==> config.mk <==
export PLATFORM = sky130hd
export DESIGN_NAME = output_link_tx_flat
export DESIGN_NICKNAME = d
export VERILOG_FILES = /design/src/rtl/output_link_tx_if.sv /design/src/rtl/output_link_tx.sv /design/src/flat_wrapper.sv
export SDC_FILE = /design/constraint.sdc
export NUM_CORES = 1
export LEC_CHECK = 0
export CORE_ASPECT_RATIO = 2
export CORE_MARGIN = 10
export CORE_UTILIZATION = 40
export DETAILED_ROUTE_END_ITERATION = 7
export HOLD_SLACK_MARGIN = 0.05
export PLACE_DENSITY_LB_ADDON = 0.2
export SYNTH_ARGS = -nofsm -noshare
export SYNTH_HDL_FRONTEND = slang
export SYNTH_SLANG_ARGS = --single-unit
==> constraint.sdc <==
create_clock -name clk -period 6.8 [get_ports clk]
set_clock_uncertainty 0.15 [all_clocks]
set_input_delay 1.36 -clock clk [delete_from_list [all_inputs] [get_ports clk]]
set_output_delay 1.36 -clock clk [all_outputs]
set_load 0.03 [all_outputs]
==> src/rtl/output_link_tx_if.sv <==
// Flit bus between crossbar, TX block and link; slave is the TX block's view.
// flit_in moves on a cycle where flit_in_valid & flit_in_ready; flit_o_valid is a one-cycle push strobe.
interface output_link_tx_if;
    logic [63:0] flit_in;
    logic        flit_in_valid;
    logic        flit_in_ready;
    logic [63:0] flit_o;
    logic        flit_o_valid;
    logic        buffer_on;

    modport master (
        output flit_in, flit_in_valid, buffer_on,
        input  flit_in_ready, flit_o, flit_o_valid
    );

    modport slave (
        input  flit_in, flit_in_valid, buffer_on,
        output flit_in_ready, flit_o, flit_o_valid
    );
endinterface

==> src/rtl/output_link_tx.sv <==
// Router output port transmitter: TX FIFO, wormhole framing check and
// on/off-gated launch onto the link.
module output_link_tx #(
    parameter int TX_DEPTH     = 4,
    parameter int ON_OFF_DELAY = 2,
    parameter int CNT_W        = 16
) (
    input  logic                 clk,
    input  logic                 rst,
    output_link_tx_if.slave      lnk,
    output logic                 pkt_active,
    output logic                 proto_err,
    output logic [CNT_W-1:0]     flit_cnt,
    output logic                 tx_empty,
    output logic                 dbg_state
);

    localparam int AW = $clog2(TX_DEPTH);
    localparam int CW = AW + 1;
    localparam logic [CW-1:0] DEPTH_C = CW'(TX_DEPTH);

    if (TX_DEPTH < 2 || (TX_DEPTH & (TX_DEPTH - 1)) != 0 || ON_OFF_DELAY < 1) begin : g_cfg_check
        $error("output_link_tx: TX_DEPTH must be a power of 2 >= 2, ON_OFF_DELAY >= 1");
    end

    typedef enum logic {
        S_IDLE = 1'b0,
        S_PKT  = 1'b1
    } state_t;

    state_t            state_q, state_d;
    logic [63:0]       mem_q [TX_DEPTH];
    logic [63:0]       mem_d [TX_DEPTH];
    logic [AW-1:0]     wr_ptr_q, wr_ptr_d;
    logic [AW-1:0]     rd_ptr_q, rd_ptr_d;
    logic [CW-1:0]     count_q, count_d;
    logic [63:0]       flit_o_q, flit_o_d;
    logic              flit_o_valid_q, flit_o_valid_d;
    logic              on_q, on_d;
    logic              proto_err_q, proto_err_d;
    logic              pkt_active_q, pkt_active_d;
    logic [CNT_W-1:0]  flit_cnt_q, flit_cnt_d;

    logic full, empty, accept, push, pop, is_head, is_tail;

    assign full    = (count_q == DEPTH_C);
    assign empty   = (count_q == '0);
    assign accept  = lnk.flit_in_valid & ~full;
    // Type encoding: bit 62 marks a head, bit 63 marks a tail (11 = single-flit packet).
    assign is_head = lnk.flit_in[62];
    assign is_tail = lnk.flit_in[63];
    assign pop     = ~empty & on_q;

    always_comb begin
        state_d     = state_q;
        proto_err_d = proto_err_q;
        push        = 1'b0;
        if (accept) begin
            case (state_q)
                S_IDLE: begin
                    if (is_head) begin
                        push = 1'b1;
                        if (!is_tail) state_d = S_PKT;
                    end else begin
                        proto_err_d = 1'b1;
                    end
                end
                default: begin
                    if (!is_head) begin
                        push = 1'b1;
                        if (is_tail) state_d = S_IDLE;
                    end else begin
                        proto_err_d = 1'b1;
                    end
                end
            endcase
        end
        pkt_active_d = (state_d == S_PKT);
    end

    always_comb begin
        mem_d    = mem_q;
        wr_ptr_d = wr_ptr_q;
        if (push) begin
            mem_d[wr_ptr_q] = lnk.flit_in;
            wr_ptr_d        = wr_ptr_q + AW'(1);
        end

        rd_ptr_d       = rd_ptr_q;
        flit_o_d       = flit_o_q;
        flit_o_valid_d = 1'b0;
        flit_cnt_d     = flit_cnt_q;
        if (pop) begin
            flit_o_d       = mem_q[rd_ptr_q];
            flit_o_valid_d = 1'b1;
            rd_ptr_d       = rd_ptr_q + AW'(1);
            flit_cnt_d     = flit_cnt_q + CNT_W'(1);
        end

        case ({push, pop})
            2'b10:   count_d = count_q + CW'(1);
            2'b01:   count_d = count_q - CW'(1);
            default: count_d = count_q;
        endcase

        // Registered once so buffer_on never reaches flit_o_valid combinationally.
        on_d = lnk.buffer_on;
    end

    always_ff @(posedge clk or negedge rst) begin
        if (!rst) begin
            state_q        <= S_IDLE;
            for (int i = 0; i < TX_DEPTH; i++) mem_q[i] <= '0;
            wr_ptr_q       <= '0;
            rd_ptr_q       <= '0;
            count_q        <= '0;
            flit_o_q       <= '0;
            flit_o_valid_q <= 1'b0;
            on_q           <= 1'b1;
            proto_err_q    <= 1'b0;
            pkt_active_q   <= 1'b0;
            flit_cnt_q     <= '0;
        end else begin
            state_q        <= state_d;
            mem_q          <= mem_d;
            wr_ptr_q       <= wr_ptr_d;
            rd_ptr_q       <= rd_ptr_d;
            count_q        <= count_d;
            flit_o_q       <= flit_o_d;
            flit_o_valid_q <= flit_o_valid_d;
            on_q           <= on_d;
            proto_err_q    <= proto_err_d;
            pkt_active_q   <= pkt_active_d;
            flit_cnt_q     <= flit_cnt_d;
        end
    end

    assign lnk.flit_in_ready = ~full;
    assign lnk.flit_o        = flit_o_q;
    assign lnk.flit_o_valid  = flit_o_valid_q;
    assign pkt_active        = pkt_active_q;
    assign proto_err         = proto_err_q;
    assign flit_cnt          = flit_cnt_q;
    assign tx_empty          = empty;
    assign dbg_state         = state_q;

endmodule

==> src/flat_wrapper.sv <==
// flat-port wrapper written by rule: the top's interface ports become plain ports
module output_link_tx_flat 
#(
    parameter int TX_DEPTH     = 4,
    parameter int ON_OFF_DELAY = 2,
    parameter int CNT_W        = 16
)
  (clk, rst, pkt_active, proto_err, flit_cnt, tx_empty, dbg_state, lnk_flit_in, lnk_flit_in_valid, lnk_buffer_on, lnk_flit_in_ready, lnk_flit_o, lnk_flit_o_valid);
  output_link_tx_if lnk_i ();
  input  logic clk;
  input  logic rst;
  output logic pkt_active;
  output logic proto_err;
  output logic [CNT_W-1:0] flit_cnt;
  output logic tx_empty;
  output logic dbg_state;
  input wire logic [$bits(lnk_i.flit_in)-1:0] lnk_flit_in;
  input wire logic [$bits(lnk_i.flit_in_valid)-1:0] lnk_flit_in_valid;
  input wire logic [$bits(lnk_i.buffer_on)-1:0] lnk_buffer_on;
  output wire logic [$bits(lnk_i.flit_in_ready)-1:0] lnk_flit_in_ready;
  output wire logic [$bits(lnk_i.flit_o)-1:0] lnk_flit_o;
  output wire logic [$bits(lnk_i.flit_o_valid)-1:0] lnk_flit_o_valid;
  assign lnk_i.flit_in = lnk_flit_in;
  assign lnk_i.flit_in_valid = lnk_flit_in_valid;
  assign lnk_i.buffer_on = lnk_buffer_on;
  assign lnk_flit_in_ready = lnk_i.flit_in_ready;
  assign lnk_flit_o = lnk_i.flit_o;
  assign lnk_flit_o_valid = lnk_i.flit_o_valid;
  output_link_tx #(.TX_DEPTH(TX_DEPTH), .ON_OFF_DELAY(ON_OFF_DELAY), .CNT_W(CNT_W)) u_core (.clk(clk), .rst(rst), .lnk(lnk_i), .pkt_active(pkt_active), .proto_err(proto_err), .flit_cnt(flit_cnt), .tx_empty(tx_empty), .dbg_state(dbg_state));
endmodule
==> impl_metrics.toml <==
[routing]
firstDrtPassIters = 4
ant_nets = 0
drtIter0Drc = 407
routed_wl_um = 32790
avgRoutedWirePerCell_um = 20.38
route.detailed.drc = 0
vias = 8369
vias_per_cell = 5.201

[flow_run]
drv_cap = 0

[die]
die_h_um = 290.0
io_pins = 154
start_util_pct = 40.57
rows = 98
chipWidth_um = 155.0
die_area_um2 = 44940
core-area_um2 = 35930

[clocking]
clk_pin_slew_ns = 0.06
cts_tree = "yes"
cts.sinks = 347
ctsRootBufferMaster = "clkbuf_16"
cts_resized = 0
post_cts_buffers = 0
clock_path_buffers = 3
htree_num_levels = 1
clock_latency_ns = 0.56
cts_buffers = 31
cts_hold_buf = 0

[finish]
layout_common_cells = "dfrtp_1 (344), mux2_2 (224), nand2_1 (201)"
fin_util_pct = 48.74
final_nets = 1211
syn_to_final_growth_pct = 20.14
layout_commonest_cell = "dfrtp_1"
drive_above_1_share_pct = 30.40

[pwr]
ir_drop_v = 0.0002852
cellLeakagePower_uw = 0.007756
p_per_area_nw_per_um2 = 487.3

[global_routing]
grt_overflow = 0
antenna_found_initial = 1
grt_usage_pct = 14.65
grt_pass1_wl_um = 53090
first_global_vias = 9272
grt_max_degree = 133

[setup_path]
cp.arrival_ns = 2.48
crit_family = "buffers and inverters"
crit_buf_inv = 2
path_cells = "nor3b_1 > inv_1 > clkdlybuf4s50_1"
endpoint_kind = "primary output"
slowest_stage = "clkdlybuf4s50_1"
worst-path-max-fanout = 5
critical_path_class = "register to primary output"
max_stage_delay_ns = 0.68
start_kind = "register"
cp.required_ns = 5.29

[sta]
fin_tns_setup_ns = 0
fmax_mhz = 250.5
drv_slew = 0
min_period_over_period_pct = 58.71
worst_pin_slew_ns = 1.138
hold_violations = 0
rsz0062_at_grt = "no"
setup_viol = 0
period_needed_ns = 3.992
slew_headroom_pct = 24.16

[logic_synthesis]
synth_warnings = 0
synth_fp_nets = 1070
synth-seq-cells = 347
synthFlopType = "dfrtp_1"
ys_types = 32
synthesis.area_um2 = 14580
synthCells = 995
syn_area_per_cell_um2 = 14.65
synth_enable_flop_cells = 0
async_flop_share_pct = 100.0
ys_seq_area_share_pct = 59.58

[placed_design]
io_buffers = 153
hpwl_um = 19520
gp_congestion = 0.7424

[status]
outcome = "completed"

[min_path]
hp-class = "register to register"
[report_power, final]
group          switching (µW)  internal [µW]
registers                 648           3050
clock network             755            952
logic                    1350           1770
total                    2760           5770
[cell usage after synthesis (6+ instances only)]
master    count  area (µm²)
xnor2_1      17       148.9
mux2_2      224        2522
ha_1          6       75.07
buf_2        29       145.1
mux4_2       64        1441
dfrtp_1     346        8658
nand3_1       6       30.03
clkbuf_1     16       60.06
buf_1         7       26.28
mux2_1       32       360.4
inv_1        11       41.29
nand2_1     201       754.5
[metal layers]
metal | GRT usage [%] | vias up | wire (µm)
li1 | - | 3758 | -
met3 | 2.354 | 41 | 1410
met5 | 0 | - | 0
met2 | 26.40 | 152 | 17790
met4 | 4.456 | 0 | 645
met1 | 17.27 | 4418 | 12950
[stage by stage]
step	cells	setup slack (ns)	area [µm²]	total power [µW]	hold WS, ns
after detailed placement	1553	2.534	16540	6947	0.3113
after floorplan	995	3.725	14580	5874	0.3087
after CTS	1608	2.824	17510	8687	0.3301
after global routing	1609	2.726	17510	9094	0.3442
after global placement	1553	2.572	16540	6846	0.3075
final	1609	2.808	17510	8532	0.3241
[sequential cells by signal, indices dropped and copies added, names as in the netlist]
signal                   count
u_core.count_q               3
u_core.wr_ptr_q              2
u_core.proto_err             1
u_core.flit_cnt             16
u_core.mem_q               256
u_core.lnk.flit_o           64
u_core.on_q                  1
u_core.rd_ptr_q              2
u_core.lnk.flit_o_valid      1
u_core.dbg_state             1
[cell type report]
cell class / count / area, µm²
inverter: 12 / 45.04
timing repair buffer: 161 / 1622
multi-input combinational: 583 / 5615
clock buffer: 49 / 913.4
tap: 450 / 563.0
fill: 3224 / 18420
clock inverter: 6 / 57.56
sequential: 347 / 8692
antenna: 1 / 2.502
[worst reg2reg max path, stage by stage (launching register included)]
cell and delay [ns]:
dfrtp_1 0.47, nor3b_1 0.58, nor3_4 0.20, nand2_4 0.38
buf_4 0.67, mux2_2 0.45
[kinds of logic (layout without fill, tap and decap cells)]
family	after synthesis	count (layout)	share of synthesized area, %
mux	321	321	29.74
fa+ha+maj	7	7	0.6524
simple gates	228	228	6.464
compound gates	5	5	0.2919
other cells	0	1	0
flops	347	347	59.58
xor+xnor	22	22	1.322
buf+inv	65	228	1.949
[final timing paths]
path                                     start               endpoint  slack (ns)  cells past startpoint
max                          u_core.count_q[0]      lnk_flit_in_ready        2.81                      3
min                        u_core.flit_cnt[15]    u_core.flit_cnt[15]        0.32                      1
max reg2reg                  u_core.count_q[0]      u_core.mem_q[199]        3.79                      5
min reg2reg                u_core.flit_cnt[15]    u_core.flit_cnt[15]        0.32                      1
max in group asynchronous                  rst      u_core.mem_q[115]        4.62                      2
min in group asynchronous                  rst  u_core.lnk.flit_o[18]        0.65                      1
No activity file was read; power rests on OpenSTA's default activity.
==> RTL change, RTL diff (same flow settings) <==
`TX_DEPTH` is set to 4 in 2 places; all go to 16.
--- a/src/rtl/output_link_tx.sv
+++ b/src/rtl/output_link_tx.sv
@@ -1,7 +1,7 @@
 // Router output port transmitter: TX FIFO, wormhole framing check and
 // on/off-gated launch onto the link.
 module output_link_tx #(
-    parameter int TX_DEPTH     = 4,
+    parameter int TX_DEPTH     = 16,
     parameter int ON_OFF_DELAY = 2,
     parameter int CNT_W        = 16
 ) (
--- a/src/flat_wrapper.sv
+++ b/src/flat_wrapper.sv
@@ -1,7 +1,7 @@
 // flat-port wrapper written by rule: the top's interface ports become plain ports
 module output_link_tx_flat 
 #(
-    parameter int TX_DEPTH     = 4,
+    parameter int TX_DEPTH     = 16,
     parameter int ON_OFF_DELAY = 2,
     parameter int CNT_W        = 16
 )
Check against the original RTL: no difference found for any inputs over 4 cycles, from zero or initial values and one cycle with rst low; that may be too few to reach the edited logic, so the function may still have changed.
==> RTL change against the unedited design <==
- wire length grew to 4.1 times the old value
- global-route usage is 4.0 points higher
- worst setup slack worse by 400 ps
- sequential share of layout area is 1.5 points lower
- worst hold slack better by 7.7 ps
- synthesized area grew to 3.6 times the old value
- power grew to 3.2 times the old value
- final area grew to 3.3 times the old value
- clock power grew to 3.6 times the old value
- sequential cell count is 774 higher
- critical path depth is 4 higher
- critical path type is now input port to flop
==> RTL change: results (changes against the unedited design) <==
status=complete, no violations; Post-Synth Adder-Cell Area=0.278% (-0.37 points); initial antenna violation count=10 (+9); VDD IR max=358 uV (+25%); XOR/XNOR share of the synthesized area=0.437% (-0.89 points); CTS Buf Count=102 (+230%); most instantiated cells after synthesis=dfrtp_1, mux2_4, mux2_1; dpl ws=1610 ps (-920 ps); reg2reg setup slack=2770 ps (-1020 ps); Fillers=11.2k (+250%); DP Area=54800 sq um (+230%); CP peak stage delay=880 ps (+200 ps); Seq/Total Area, Yosys=53.8% (-5.8 points); Rel. slew slack=23.2% (-0.92 points); CP endpoint=u_core.mem_q[807]; top cells by area, synth=dfrtp_1, mux2_4, mux4_2; hpwl dp=76.0 mm (+290%); cells on worst reg2reg path=9 (+4); multiplexer area fraction after synthesis=38.9% (+9.2 points); WL/cell=27.5 um (+35%); Yosys cell types=41 (+28%); GRT Util Overall=18.6% (+4.0 points); Seq. pwr=11.4 mW (+210%); vias post-DR=27.3k (+230%); vias in the first global route=31.3k (+240%); end of the worst hold path=u_core.mem_q[730]; crit-path max FO=38 (+33); largest net degree at the start of global routing=195 (+47%); switching portion of total power=31.4% (-0.88 points); drt first pass iters=7 (+3); hold path startpoint=u_core.mem_q[730]; crit path launch=lnk_flit_in[62]; Reg-to-Reg End=u_core.count_q[4]; syn nets=3144 (+190%); Arrival @ worst endpoint=4830 ps (+2350 ps); clk_lat worst skew=710 ps (+150 ps); Synth Area in Compound Gates=2.38% (+2.1 points); starting DRC count in detailed routing=1613 (+300%); Final Util=45.0% (-3.7 points)
==> RTL change: layout make-up <==
type / instances / share of cell area (%)
flip-flops and latches: 1121 / 48.1
clock buffers: 148 / 5.19
well taps: 1701 / 3.65
repair buffers: 203 / 3.68
multi-input cells: 1658 / 38.4
inverters: 7 / 0.0536
diodes: 4 / 0.0172
clock inverters: 39 / 0.903
==> RTL change: worst max-delay path, delay by kind of cell <==
kind	cells	cell delay, ps
buf+inv	3	1790
xor+xnor	1	200
compound gates	1	240
simple gates	1	830
mux	1	370
==> RTL change: routing by layer <==
layer | routed length, um | share of wire [%] | global-route usage, %
met1 | 55800 | 42 | 23.5
met2 | 70200 | 52 | 32.8
met3 | 4920 | 3.7 | 2.80
met4 | 3250 | 2.4 | 4.99
met5 | 76 | 0.057 | 0
==> RTL change: through the flow <==
step,hold WS (ps),instances
floorplan,302,3065
global placement,312,4690
detailed placement,323,4690
CTS,337,4877
global route,348,4879
finish,332,4881
